==> src/rtl/uart_fifo_mmio_if.sv <==
// Register bus between the data_mem MMIO decode and uart_fifo_mmio.
interface uart_fifo_mmio_if;
    logic [1:0]  addr;
    logic        wr_en;
    logic        rd_en;
    logic [31:0] wdata;
    logic [31:0] rdata;

    modport master (output addr, wr_en, rd_en, wdata, input rdata);
    modport slave  (input addr, wr_en, rd_en, wdata, output rdata);
endinterface

==> src/rtl/uart_fifo_mmio.sv <==
// Buffered UART with TX/RX FIFOs, programmable divisor, optional parity and sticky errors.
// state    | meaning
// S_IDLE   | line idle, waiting for a byte (TX) or a falling edge (RX)
// S_START  | start bit (RX: mid-bit glitch check)
// S_DATA   | DATA_BITS data bits, LSB first
// S_PARITY | parity bit, only when parity was enabled at frame start
// S_STOP   | stop bit
// S_WAIT   | RX only: after a framing error, wait for the line to return high
module uart_fifo_mmio #(
    parameter int DATA_BITS = 8,
    parameter int DEPTH     = 16,
    parameter int DIV_RESET = 868
) (
    input  logic             clk,
    input  logic             clr,
    uart_fifo_mmio_if.slave  bus,
    input  logic             rx,
    output logic             tx,
    output logic             irq
);
    localparam int AW = $clog2(DEPTH);
    localparam int CW = AW + 1;
    localparam logic [CW-1:0] FULL_CNT = CW'(DEPTH);
    localparam logic [2:0]    LAST_BIT = 3'(DATA_BITS - 1);

    typedef enum logic [2:0] {S_IDLE, S_START, S_DATA, S_PARITY, S_STOP, S_WAIT} state_t;

    logic w_wr_data, w_wr_stat, w_wr_div, w_wr_ctrl, w_rd_data;
    assign w_wr_data = bus.wr_en && (bus.addr == 2'd0);
    assign w_wr_stat = bus.wr_en && (bus.addr == 2'd1);
    assign w_wr_div  = bus.wr_en && (bus.addr == 2'd2);
    assign w_wr_ctrl = bus.wr_en && (bus.addr == 2'd3);
    assign w_rd_data = bus.rd_en && (bus.addr == 2'd0);

    logic w_unused_wdata;
    assign w_unused_wdata = ^bus.wdata[31:16];

    logic [15:0] r_div;
    logic [4:0]  r_ctrl;
    logic        r_rx_ovf, r_frame_err, r_parity_err, r_tx_ovf, r_irq;

    // ---------------- TX FIFO ----------------
    logic [DATA_BITS-1:0] r_txf_mem [DEPTH];
    logic [AW-1:0]        r_txf_wp, r_txf_rp;
    logic [CW-1:0]        r_txf_cnt;
    logic                 w_txf_empty, w_txf_full, w_txf_push, w_txf_pop, w_tx_ovf_set;
    logic [DATA_BITS-1:0] w_txf_head;

    assign w_txf_empty  = (r_txf_cnt == '0);
    assign w_txf_full   = (r_txf_cnt == FULL_CNT);
    assign w_txf_head   = r_txf_mem[r_txf_rp];
    assign w_txf_push   = w_wr_data && (!w_txf_full || w_txf_pop);
    assign w_tx_ovf_set = w_wr_data && w_txf_full && !w_txf_pop;

    always_ff @(posedge clk)
        if (w_txf_push) r_txf_mem[r_txf_wp] <= bus.wdata[DATA_BITS-1:0];

    always_ff @(posedge clk or negedge clr) begin
        if (!clr) begin
            r_txf_wp  <= '0;
            r_txf_rp  <= '0;
            r_txf_cnt <= '0;
        end else begin
            if (w_txf_push) r_txf_wp <= r_txf_wp + AW'(1);
            if (w_txf_pop)  r_txf_rp <= r_txf_rp + AW'(1);
            if (w_txf_push && !w_txf_pop)      r_txf_cnt <= r_txf_cnt + CW'(1);
            else if (!w_txf_push && w_txf_pop) r_txf_cnt <= r_txf_cnt - CW'(1);
        end
    end

    // ---------------- RX FIFO ----------------
    logic [DATA_BITS-1:0] r_rxf_mem [DEPTH];
    logic [AW-1:0]        r_rxf_wp, r_rxf_rp;
    logic [CW-1:0]        r_rxf_cnt;
    logic                 w_rxf_empty, w_rxf_full, w_rxf_push, w_rxf_pop, w_rx_ovf_set, w_rx_good;
    logic [DATA_BITS-1:0] r_rx_sh;

    assign w_rxf_empty  = (r_rxf_cnt == '0);
    assign w_rxf_full   = (r_rxf_cnt == FULL_CNT);
    assign w_rxf_pop    = w_rd_data && !w_rxf_empty;
    assign w_rxf_push   = w_rx_good && (!w_rxf_full || w_rxf_pop);
    assign w_rx_ovf_set = w_rx_good && w_rxf_full && !w_rxf_pop;

    always_ff @(posedge clk)
        if (w_rxf_push) r_rxf_mem[r_rxf_wp] <= r_rx_sh;

    always_ff @(posedge clk or negedge clr) begin
        if (!clr) begin
            r_rxf_wp  <= '0;
            r_rxf_rp  <= '0;
            r_rxf_cnt <= '0;
        end else begin
            if (w_rxf_push) r_rxf_wp <= r_rxf_wp + AW'(1);
            if (w_rxf_pop)  r_rxf_rp <= r_rxf_rp + AW'(1);
            if (w_rxf_push && !w_rxf_pop)      r_rxf_cnt <= r_rxf_cnt + CW'(1);
            else if (!w_rxf_push && w_rxf_pop) r_rxf_cnt <= r_rxf_cnt - CW'(1);
        end
    end

    // ---------------- TX FSM ----------------
    state_t               r_tx_st, w_tx_nxt;
    logic [15:0]          r_tx_tmr, r_tx_div;
    logic [DATA_BITS-1:0] r_tx_sh;
    logic [2:0]           r_tx_bit;
    logic                 r_tx_par, r_tx_pen, w_tx_tc, w_tx_busy, w_tx;

    assign w_tx_tc   = (r_tx_tmr == 16'd0);
    assign w_tx_busy = (r_tx_st != S_IDLE);

    always_ff @(posedge clk or negedge clr)
        if (!clr) r_tx_st <= S_IDLE;
        else      r_tx_st <= w_tx_nxt;

    always_comb begin
        w_tx_nxt  = r_tx_st;
        w_txf_pop = 1'b0;
        case (r_tx_st)
            S_IDLE:   if (!w_txf_empty) begin
                          w_txf_pop = 1'b1;
                          w_tx_nxt  = S_START;
                      end
            S_START:  if (w_tx_tc) w_tx_nxt = S_DATA;
            S_DATA:   if (w_tx_tc && r_tx_bit == LAST_BIT) w_tx_nxt = r_tx_pen ? S_PARITY : S_STOP;
            S_PARITY: if (w_tx_tc) w_tx_nxt = S_STOP;
            S_STOP:   if (w_tx_tc) begin
                          // back-to-back frames: next start bit follows the stop bit directly
                          w_txf_pop = !w_txf_empty;
                          w_tx_nxt  = w_txf_empty ? S_IDLE : S_START;
                      end
            default:  w_tx_nxt = S_IDLE;
        endcase
    end

    always_comb begin
        w_tx = 1'b1;
        case (r_tx_st)
            S_START:  w_tx = 1'b0;
            S_DATA:   w_tx = r_tx_sh[0];
            S_PARITY: w_tx = r_tx_par;
            default:  w_tx = 1'b1;
        endcase
    end
    assign tx = w_tx;

    always_ff @(posedge clk or negedge clr) begin
        if (!clr) begin
            r_tx_tmr <= '0;
            r_tx_div <= '0;
            r_tx_sh  <= '0;
            r_tx_bit <= '0;
            r_tx_par <= 1'b0;
            r_tx_pen <= 1'b0;
        end else if (w_txf_pop) begin
            r_tx_sh  <= w_txf_head;
            r_tx_div <= r_div;
            r_tx_tmr <= r_div - 16'd1;
            r_tx_bit <= '0;
            r_tx_par <= (^w_txf_head) ^ r_ctrl[1];
            r_tx_pen <= r_ctrl[0];
        end else if (w_tx_busy) begin
            if (w_tx_tc) begin
                r_tx_tmr <= r_tx_div - 16'd1;
                if (r_tx_st == S_DATA) begin
                    r_tx_sh  <= r_tx_sh >> 1;
                    r_tx_bit <= r_tx_bit + 3'd1;
                end
            end else begin
                r_tx_tmr <= r_tx_tmr - 16'd1;
            end
        end
    end

    // ---------------- RX FSM ----------------
    state_t      r_rx_st, w_rx_nxt;
    logic        r_rx_s1, r_rx_s2, r_rx_prev;
    logic [15:0] r_rx_tmr, r_rx_div;
    logic [2:0]  r_rx_bit;
    logic        r_rx_pen, r_rx_odd, r_rx_perr;
    logic        w_rx_fall, w_rx_tc, w_frame_set, w_par_set;

    assign w_rx_fall = r_rx_prev && !r_rx_s2;
    assign w_rx_tc   = (r_rx_tmr == 16'd0);

    always_ff @(posedge clk or negedge clr) begin
        if (!clr) begin
            r_rx_s1   <= 1'b1;
            r_rx_s2   <= 1'b1;
            r_rx_prev <= 1'b1;
            r_rx_st   <= S_IDLE;
        end else begin
            r_rx_s1   <= rx;
            r_rx_s2   <= r_rx_s1;
            r_rx_prev <= r_rx_s2;
            r_rx_st   <= w_rx_nxt;
        end
    end

    always_comb begin
        w_rx_nxt    = r_rx_st;
        w_rx_good   = 1'b0;
        w_frame_set = 1'b0;
        w_par_set   = 1'b0;
        case (r_rx_st)
            S_IDLE:   if (w_rx_fall) w_rx_nxt = S_START;
            S_START:  if (w_rx_tc) w_rx_nxt = r_rx_s2 ? S_IDLE : S_DATA;
            S_DATA:   if (w_rx_tc && r_rx_bit == LAST_BIT) w_rx_nxt = r_rx_pen ? S_PARITY : S_STOP;
            S_PARITY: if (w_rx_tc) begin
                          w_par_set = (r_rx_s2 != ((^r_rx_sh) ^ r_rx_odd));
                          w_rx_nxt  = S_STOP;
                      end
            S_STOP:   if (w_rx_tc) begin
                          w_frame_set = !r_rx_s2;
                          w_rx_good   = r_rx_s2 && !r_rx_perr;
                          w_rx_nxt    = r_rx_s2 ? S_IDLE : S_WAIT;
                      end
            S_WAIT:   if (r_rx_s2) w_rx_nxt = S_IDLE;
            default:  w_rx_nxt = S_IDLE;
        endcase
    end

    always_ff @(posedge clk or negedge clr) begin
        if (!clr) begin
            r_rx_tmr  <= '0;
            r_rx_div  <= '0;
            r_rx_sh   <= '0;
            r_rx_bit  <= '0;
            r_rx_pen  <= 1'b0;
            r_rx_odd  <= 1'b0;
            r_rx_perr <= 1'b0;
        end else if (r_rx_st == S_IDLE) begin
            if (w_rx_fall) begin
                r_rx_div  <= r_div;
                r_rx_tmr  <= (r_div >> 1) - 16'd1;
                r_rx_bit  <= '0;
                r_rx_pen  <= r_ctrl[0];
                r_rx_odd  <= r_ctrl[1];
                r_rx_perr <= 1'b0;
            end
        end else if (r_rx_st != S_WAIT) begin
            if (w_rx_tc) begin
                r_rx_tmr <= r_rx_div - 16'd1;
                if (r_rx_st == S_DATA) begin
                    r_rx_sh  <= {r_rx_s2, r_rx_sh[DATA_BITS-1:1]};
                    r_rx_bit <= r_rx_bit + 3'd1;
                end
                if (r_rx_st == S_PARITY) r_rx_perr <= w_par_set;
            end else begin
                r_rx_tmr <= r_rx_tmr - 16'd1;
            end
        end
    end

    // ---------------- registers, flags, irq ----------------
    logic [3:0] w_clr;
    assign w_clr = w_wr_stat ? bus.wdata[8:5] : 4'b0;

    always_ff @(posedge clk or negedge clr) begin
        if (!clr) begin
            r_div        <= 16'(DIV_RESET);
            r_ctrl       <= '0;
            r_rx_ovf     <= 1'b0;
            r_frame_err  <= 1'b0;
            r_parity_err <= 1'b0;
            r_tx_ovf     <= 1'b0;
            r_irq        <= 1'b0;
        end else begin
            if (w_wr_div)  r_div  <= (bus.wdata[15:0] < 16'd4) ? 16'd4 : bus.wdata[15:0];
            if (w_wr_ctrl) r_ctrl <= bus.wdata[4:0];
            r_rx_ovf     <= w_rx_ovf_set | (r_rx_ovf     & ~w_clr[0]);
            r_frame_err  <= w_frame_set  | (r_frame_err  & ~w_clr[1]);
            r_parity_err <= w_par_set    | (r_parity_err & ~w_clr[2]);
            r_tx_ovf     <= w_tx_ovf_set | (r_tx_ovf     & ~w_clr[3]);
            r_irq        <= (r_ctrl[2] & ~w_rxf_empty)
                          | (r_ctrl[3] & w_txf_empty & ~w_tx_busy)
                          | (r_ctrl[4] & (r_rx_ovf | r_frame_err | r_parity_err | r_tx_ovf));
        end
    end
    assign irq = r_irq;

    always_comb begin
        bus.rdata = '0;
        case (bus.addr)
            2'd0:    if (!w_rxf_empty) bus.rdata[DATA_BITS-1:0] = r_rxf_mem[r_rxf_rp];
            2'd1:    bus.rdata[8:0] = {r_tx_ovf, r_parity_err, r_frame_err, r_rx_ovf, w_tx_busy,
                                       w_rxf_full, w_rxf_empty, w_txf_full, w_txf_empty};
            2'd2:    bus.rdata[15:0] = r_div;
            default: bus.rdata[4:0] = r_ctrl;
        endcase
    end
endmodule

==> src/flat_wrapper.sv <==
// flat-port wrapper written by rule: the top's interface ports become plain ports
module uart_fifo_mmio_flat 
#(
    parameter int DATA_BITS = 8,
    parameter int DEPTH     = 16,
    parameter int DIV_RESET = 868
)
  (clk, clr, rx, tx, irq, bus_addr, bus_wr_en, bus_rd_en, bus_wdata, bus_rdata);
  uart_fifo_mmio_if bus_i ();
  input  logic clk;
  input  logic clr;
  input  logic rx;
  output logic tx;
  output logic irq;
  input wire logic [$bits(bus_i.addr)-1:0] bus_addr;
  input wire logic [$bits(bus_i.wr_en)-1:0] bus_wr_en;
  input wire logic [$bits(bus_i.rd_en)-1:0] bus_rd_en;
  input wire logic [$bits(bus_i.wdata)-1:0] bus_wdata;
  output wire logic [$bits(bus_i.rdata)-1:0] bus_rdata;
  assign bus_i.addr = bus_addr;
  assign bus_i.wr_en = bus_wr_en;
  assign bus_i.rd_en = bus_rd_en;
  assign bus_i.wdata = bus_wdata;
  assign bus_rdata = bus_i.rdata;
  uart_fifo_mmio #(.DATA_BITS(DATA_BITS), .DEPTH(DEPTH), .DIV_RESET(DIV_RESET)) u_core (.clk(clk), .clr(clr), .bus(bus_i), .rx(rx), .tx(tx), .irq(irq));
endmodule
==> config.mk <==
export PLATFORM = sky130hd
export DESIGN_NAME = uart_fifo_mmio_flat
export DESIGN_NICKNAME = d
export VERILOG_FILES = /design/src/rtl/uart_fifo_mmio_if.sv /design/src/rtl/uart_fifo_mmio.sv /design/src/flat_wrapper.sv
export SDC_FILE = /design/constraint.sdc
export NUM_CORES = 1
export LEC_CHECK = 0
export BUFFER_PORTS_ARGS = -buffer_cell sky130_fd_sc_hd__buf_4
export CAP_MARGIN = 20
export CORE_MARGIN = 4
export CORE_UTILIZATION = 40
export CTS_CLUSTER_SIZE = 25
export DETAILED_ROUTE_END_ITERATION = 7
export PLACE_DENSITY_LB_ADDON = 0.12
export SYNTH_ARGS = -nofsm -noshare
export SYNTH_HDL_FRONTEND = slang
export SYNTH_SLANG_ARGS = --single-unit
==> constraint.sdc <==
create_clock -name clk -period 3.4 [get_ports clk]
set_input_delay 0.17 -clock clk [delete_from_list [all_inputs] [get_ports clk]]
set_output_delay 0.17 -clock clk [all_outputs]
set_load 0.005 [all_outputs]
==> impl_metrics.py, run 1 <==
metrics = {
    "final_layout": {
        "area_delta_synth_final_pct": 17.3,
        "share_of_cells_above_drive_strength_1_pct": 24.0,
        "multiInputGateArea_um2": 6250,
        "final_cell_area_um2": 21300,
        "most-common-layout-cells": "sky130_fd_sc_hd__edfxtp_1, sky130_fd_sc_hd__dfrtp_1, sky130_fd_sc_hd__buf_4, sky130_fd_sc_hd__nand2_1, sky130_fd_sc_hd__mux4_2",
        "design.final.nets": 1453,
        "fillCellCount": 3892,
        "area.sequential_um2": 11500,
        "num_antenna_cells": 0,
        "most_frequent_standard_cell_in_the_layout_excluding_fill_and_tap_cells": "sky130_fd_sc_hd__edfxtp_1",
    },
    "synth": {
        "ys_dominant_reg_cell": "sky130_fd_sc_hd__edfxtp_1",
        "mapped_cell_area_um2": 18200,
        "postSynthAreaPerCell_um2": 14.4,
        "fraction_of_the_yosys_area_taken_by_sequential_cells_pct": 63.2,
        "post_synth_inst_count": 1266,
        "yosys_warnings": 0,
        "yosys_register_bits": 408,
        "synth_edf_count": 256,
        "postSynth.asyncResetShare_pct": 37.3,
        "yosysUniqueCellTypes": 66,
    },
    "detailed_routing": {
        "route.detailed.wl_per_inst_um": 21.2,
        "drc_errors_left": 0,
        "antenna_left": 0,
        "drt_pass1_iterations": 5,
        "wirelength_mm": 42.6,
        "post_drt_via_cell_ratio": 5.34,
        "drt_iter0_drc": 936,
        "dr_total_vias": 10700,
    },
    "die": {
        "placeableCoreArea_um2": 44600,
        "row_count": 77,
        "chipHeight_um": 221,
        "die_w_um": 221,
        "design.portCount": 73,
        "die-area_um2": 48900,
        "initial_standard_cell_utilization_of_the_core_pct": 40.8,
    },
    "timing": {
        "final_max_slew_viol_count": 0,
        "worst-slew-pin-transition_ns": 0.827,
        "finalSetupTns_ns": 0,
        "fin_worst_skew_ns": 0.0309,
        "layout_worst_path_cycle_share_pct": 94.0,
        "setup_repair_after_global_routing_missed_its_margin": "false",
        "report.final.setup_viol": 0,
        "layout_min_cycle_time_ns": 3.20,
        "final-hold-violation-count": 0,
        "slew_headroom_pct": 44.3,
        "fmaxAchievable_mhz": 313,
        "final_critical_path_setup_slack_ns": 0.204,
    },
    "worst_setup_path": {
        "crit_path_cell_trace": "nor4_1 -> and4_1 -> and4_1 -> ha_1 -> inv_1 -> fa_1 -> a21o_1 -> a21oi_1 -> xnor2_1 -> nor2_1 -> xor2_1",
        "setup.worst_path.start": "u_core.r_rx_tmr[5]$_DFFE_PN0P_",
        "critPathMostFrequentCell": "sky130_fd_sc_hd__and4_1",
        "crit_path_max_incr_delay_ns": 0.47,
        "setup.worst_path.start_class": "register",
        "critical_path_buf_inv_count": 1,
        "setup.worst_path.class": "register to register",
        "crit_path_end_kind": "register",
        "reg2reg_from": "u_core.r_rx_tmr[5]$_DFFE_PN0P_",
        "critical_path_peak_fanout": 5,
        "crit_required_ns": 3.86,
        "crit_slowest_cell": "sky130_fd_sc_hd__fa_1",
        "cp.arrival_ns": 3.65,
        "critical_path.top_delay_family": "simple AND/OR/NAND/NOR gates",
    },
    "power_and_ir_drop": {
        "vdd_drop_max_v": 0.000557,
        "pwr-share-seq_pct": 38.3,
        "power.switching_mw": 5.75,
        "leakage_nw": 8.06,
        "power.internal_mw": 11.8,
        "power.share.switching_pct": 32.8,
        "pwr-share-clk_pct": 28.6,
        "comb_power_share_pct": 33.1,
        "power.density_cell_area_nw_per_um2": 823,
        "total_power_mw": 17.5,
    },
    "place": {
        "buffer_ports.inserted": 40,
        "pre_cts_slack_ns": 0.141,
        "gp_congestion": 0.791,
        "detailed_place.area_um2": 19500,
        "dp_hpwl_mm": 28.5,
    },
    "grt": {
        "grt_max_degree": 74,
        "grt.overflow.total": 0,
        "first_global_vias": 10900,
        "grt_antenna_before_repair": 0,
        "global_route_wire_length_before_repair_mm": 66.5,
        "grt_util_all_layers_pct": 17.4,
    },
    "clock_tree": {
        "cts_htree_levels": 2,
        "clockBufferDepth": 3,
        "clock_sink_count": 408,
        "cts_inserted_buffers": 46,
        "tritoncts_clock_tree": "built",
        "clock_transition_at_the_registers_of_the_reported_paths_ns": 0.06,
        "worst_skew_pair.late_latency_ns": 0.58,
        "clk_root_buffer_cell": "sky130_fd_sc_hd__clkbuf_16",
    },
    "min_path": {
        "hold_path.startpoint": "bus_wdata[6]",
        "worst_hold_path_type": "primary input to register",
    },
    "status": {
        "outcome": "finished clean",
    },
    "flow_run": {
        "cap_violations": 0,
    },
}
[kinds of logic (layout without fill, tap and decap cells)]
family	count (synthesis)	after routing	share of synthesized area, %
AO/OA/AOI/OAI	198	198	7.36
XOR/XNOR	61	61	2.94
adder cells (fa/ha/maj)	32	32	2.28
buffers and inverters	122	260	3.01
flip-flops	408	408	63.2
multiplexers	135	135	12.8
other	1	16	0.0206
AND/OR/NAND/NOR	309	309	8.31
[worst paths after layout]
path                                                    endpoint  cells after the start  slack [ns]
worst max-delay path             u_core.r_rxf_cnt[4]$_DFFE_PN0P_                     11        0.20
worst min-delay path            u_core.r_txf_mem[4][6]$_DFFE_PP_                      1        0.03
worst max register to register   u_core.r_rxf_cnt[4]$_DFFE_PN0P_                     11        0.20
worst min register to register          u_core.r_rx_s2$_DFF_PN1_                      0        0.36
max in group asynchronous         u_core.r_txf_rp[0]$_DFFE_PN0P_                      3        2.31
min in group asynchronous         u_core.r_rxf_wp[3]$_DFFE_PN0P_                      2        0.19
[metal layers]
metal | routed length (um) | vias up | GRT usage, %
met5 | 0 | - | 0
met4 | 701 | 0 | 4.33
met3 | 1550 | 55 | 2.60
met2 | 20500 | 188 | 28.2
met1 | 19800 | 5503 | 24.9
li1 | - | 4996 | -
[stage by stage]
step | hold WS (ns) | instances | utilization [%]
after floorplan | -0.126 | 1281 | -
after global placement | 0.258 | 1901 | 43.7
after detailed placement | 0.252 | 1901 | 43.7
after CTS | 0.00935 | 2005 | 47.6
after global routing | 0.0110 | 2011 | 47.8
final | 0.0342 | 2011 | 47.8
[synth_stat cells, drive strengths merged (8+ instances only)]
cell	count	share of area, %
mux2i	16	0.88
nor2	65	1.4
nand4	9	0.41
nand3	25	0.69
dfrtp	144	20
xnor2	44	2.1
nor3	26	0.72
and2	17	0.58
clkbuf	47	0.97
dfstp	8	1.2
ha	30	2.1
a21oi	37	1.0
a222oi	8	0.44
inv	37	0.76
nand2	111	2.3
mux4	74	9.2
o21ai	60	1.7
nor4	16	0.70
edfxtp	256	42
buf	38	1.3
a221oi	16	0.77
a211oi	11	0.45
xor2	17	0.82
nor2b	11	0.38
mux2	45	2.8
nor3b	8	0.33
a21o	16	0.66
[layout make-up]
type	instances	share of cell area (%)
sequential	408	53.9
multi-input combinational	751	29.3
clock buffer	58	5.94
timing repair buffer	138	5.41
tap	592	3.47
clock inverter	27	1.27
inverter	37	0.663
[state kept, by name, indices dropped and copies added, names as in the netlist, 3 cells and up]
name and flops:
u_core.r_ctrl 5, u_core.r_div 16, u_core.r_rx_tmr 16, u_core.r_rxf_mem 128, u_core.r_rx_sh 8, u_core.r_rxf_cnt 5, u_core.r_rx_div 16, u_core.r_rx_st 3
u_core.r_tx_tmr 16, u_core.r_rxf_wp 4, u_core.r_rxf_rp 4, u_core.r_tx_bit 3, u_core.r_txf_wp 4, u_core.r_tx_div 16, u_core.r_txf_cnt 5, u_core.r_tx_sh 8
u_core.r_rx_bit 3, u_core.r_txf_mem 128, u_core.r_txf_rp 4, u_core.r_tx_st 3
[repair_timing]
item	in CTS	in global routing
buffers inserted	0	6
endpoints found under the setup margin	2	8
hold buffers	19	0
resized for setup	2	8
endpoints found under the hold margin	194	0
[power groups by stage]
stage	Combinational, mW	Sequential [mW]	Clock [mW]
after global routing	6.45	6.82	5.37
after floorplan	4.38	6.44	0
final	5.81	6.73	5.01
after detailed placement	5.72	6.81	0
after CTS	5.76	6.72	5.16
after global placement	5.67	6.80	0
(Power assumes the default switching activity.)
==> run 2, diff against run 1 <==
Settings changed: MAX_ROUTING_LAYER from default to met4.
==> impl_metrics.py, run 2 (same netlist as run 1, synthesis figures left out) <==
metrics = {
    "clock_tree": {
        "clock_sink_count": 408,
        "clock_transition_at_the_registers_of_the_reported_paths_ns": 0.06,
        "cts_inserted_buffers": 46,
        "cts_htree_levels": 2,
        "tritoncts_clock_tree": "built",
        "clk_root_buffer_cell": "sky130_fd_sc_hd__clkbuf_16",
        "worst_skew_pair.late_latency_ns": 0.58,
        "clockBufferDepth": 3,
    },
    "power_and_ir_drop": {
        "vdd_drop_max_v": 0.000555,
        "power.density_cell_area_nw_per_um2": 823,
        "leakage_nw": 8.06,
        "total_power_mw": 17.6,
    },
    "worst_setup_path": {
        "crit_slowest_cell": "sky130_fd_sc_hd__fa_1",
        "critical_path_peak_fanout": 5,
        "crit_path_max_incr_delay_ns": 0.47,
        "setup.worst_path.start_class": "register",
        "crit_required_ns": 3.86,
        "setup.worst_path.class": "register to register",
        "crit_path_cell_trace": "nor4_1 -> and4_1 -> and4_1 -> ha_1 -> inv_1 -> fa_1 -> a21o_1 -> a21oi_1 -> xnor2_1 -> nor2_1 -> xor2_1",
        "crit_path_end_kind": "register",
        "critPathMostFrequentCell": "sky130_fd_sc_hd__and4_1",
        "cp.arrival_ns": 3.66,
    },
    "timing": {
        "fmaxAchievable_mhz": 313,
        "final-hold-violation-count": 0,
        "layout_min_cycle_time_ns": 3.20,
        "layout_worst_path_cycle_share_pct": 94.1,
        "finalSetupTns_ns": 0,
        "fin_worst_skew_ns": 0.0331,
        "setup_repair_after_global_routing_missed_its_margin": "false",
        "slew_headroom_pct": 44.4,
        "report.final.setup_viol": 0,
        "final_max_slew_viol_count": 0,
        "worst-slew-pin-transition_ns": 0.831,
    },
    "detailed_routing": {
        "dr_total_vias": 10700,
        "drt_iter0_drc": 947,
        "drt_pass1_iterations": 5,
        "drc_errors_left": 0,
        "antenna_left": 0,
        "route.detailed.wl_per_inst_um": 21.2,
        "post_drt_via_cell_ratio": 5.31,
        "wirelength_mm": 42.6,
    },
    "die": {
        "chipHeight_um": 221,
        "design.portCount": 73,
        "row_count": 77,
        "die_w_um": 221,
        "die-area_um2": 48900,
        "placeableCoreArea_um2": 44600,
        "initial_standard_cell_utilization_of_the_core_pct": 40.8,
    },
    "final_layout": {
        "share_of_cells_above_drive_strength_1_pct": 24.0,
        "area_delta_synth_final_pct": 17.3,
        "design.final.nets": 1453,
        "most_frequent_standard_cell_in_the_layout_excluding_fill_and_tap_cells": "sky130_fd_sc_hd__edfxtp_1",
        "most-common-layout-cells": "sky130_fd_sc_hd__edfxtp_1, sky130_fd_sc_hd__dfrtp_1, sky130_fd_sc_hd__buf_4, sky130_fd_sc_hd__nand2_1, sky130_fd_sc_hd__mux4_2",
        "num_antenna_cells": 0,
        "top_regs": "u_core.r_rxf_mem: 128 flops, u_core.r_txf_mem: 128 flops",
    },
    "flow_run": {
        "cap_violations": 0,
    },
    "grt": {
        "grt_util_all_layers_pct": 17.9,
        "grt_max_degree": 74,
        "grt.overflow.total": 0,
        "global_route_wire_length_before_repair_mm": 66.3,
        "grt_antenna_before_repair": 0,
        "first_global_vias": 10900,
    },
    "min_path": {
        "worst_hold_path_type": "primary input to register",
    },
    "place": {
        "buffer_ports.inserted": 40,
        "dp_hpwl_mm": 28.5,
        "gp_congestion": 0.802,
    },
    "status": {
        "outcome": "finished clean",
    },
}
## run 2: report_power, final
group	internal (mW)	switching (mW)	leakage, nW
combinational	2.78	3.02	3.06
clock	3.02	2.00	0.753
sequential	5.99	0.735	4.25
total	11.8	5.75	8.06
## run 2: worst paths after layout
| path | startpoint | end | slack (ns) | cells after the start |
|---|---|---|---|---|
| setup / recovery | u_core.r_rx_tmr[5]$_DFFE_PN0P_ | u_core.r_rxf_cnt[4]$_DFFE_PN0P_ | 0.20 | 11 |
| hold / removal | bus_wdata[6] | u_core.r_txf_mem[4][6]$_DFFE_PP_ | 0.04 | 1 |
| setup reg to reg | u_core.r_rx_tmr[5]$_DFFE_PN0P_ | u_core.r_rxf_cnt[4]$_DFFE_PN0P_ | 0.20 | 11 |
| hold reg to reg | u_core.r_rx_s1$_DFF_PN1_ | u_core.r_rx_s2$_DFF_PN1_ | 0.36 | 0 |
| max in group asynchronous | clr | u_core.r_txf_rp[0]$_DFFE_PN0P_ | 2.30 | 3 |
| min in group asynchronous | clr | u_core.r_rxf_wp[2]$_DFFE_PN0P_ | 0.19 | 2 |
## run 2: area by class of cell
type                       instances  area (um^2)
clock buffer                      58         1270
clock inverter                    27          270
fill                            3892        23300
inverter                          37          141
multi-input combinational        751         6250
sequential                       408        11500
tap                              592          741
timing repair buffer             138         1150
## run 2: worst max-delay path, delay by kind of cell, from the launching register on
kind | cells | cell delay [ns]
buf+inv | 1 | 0.11
flops | 1 | 0.40
fa+ha+maj | 2 | 0.71
simple gates | 4 | 1.21
xor+xnor | 2 | 0.28
compound gates | 2 | 0.36
## run 2: repair_timing
item,4_1_cts,5_1_grt
gates resized for setup,2,8
setup endpoints to repair,2,8
endpoints found under the hold margin,194,0
buffers inserted,0,6
hold buffers,19,0
## run 2: stage by stage
step                      instances  hold WS (ns)  area [um^2]  setup slack, ns  utilization (%)
after floorplan                1281        -0.126        18300           0.0496                -
after global placement         1901         0.258        19500            0.150             43.7
after detailed placement       1901         0.252        19500            0.141             43.7
after CTS                      2005       0.00935        21200           0.0752             47.6
after global routing           2011        0.0110        21300          0.00296             47.8
final                          2011        0.0372        21300            0.201             47.8
## run 2: per-layer routing
layer	part of all wire, %	vias to the layer above	wire length [um]	track usage (%)
met5	0	-	0	-
met1	47	5466	19800	24.7
met2	48	163	20500	28.2
met3	3.5	56	1500	2.60
met4	1.7	0	739	4.45
li1	-	4995	-	-
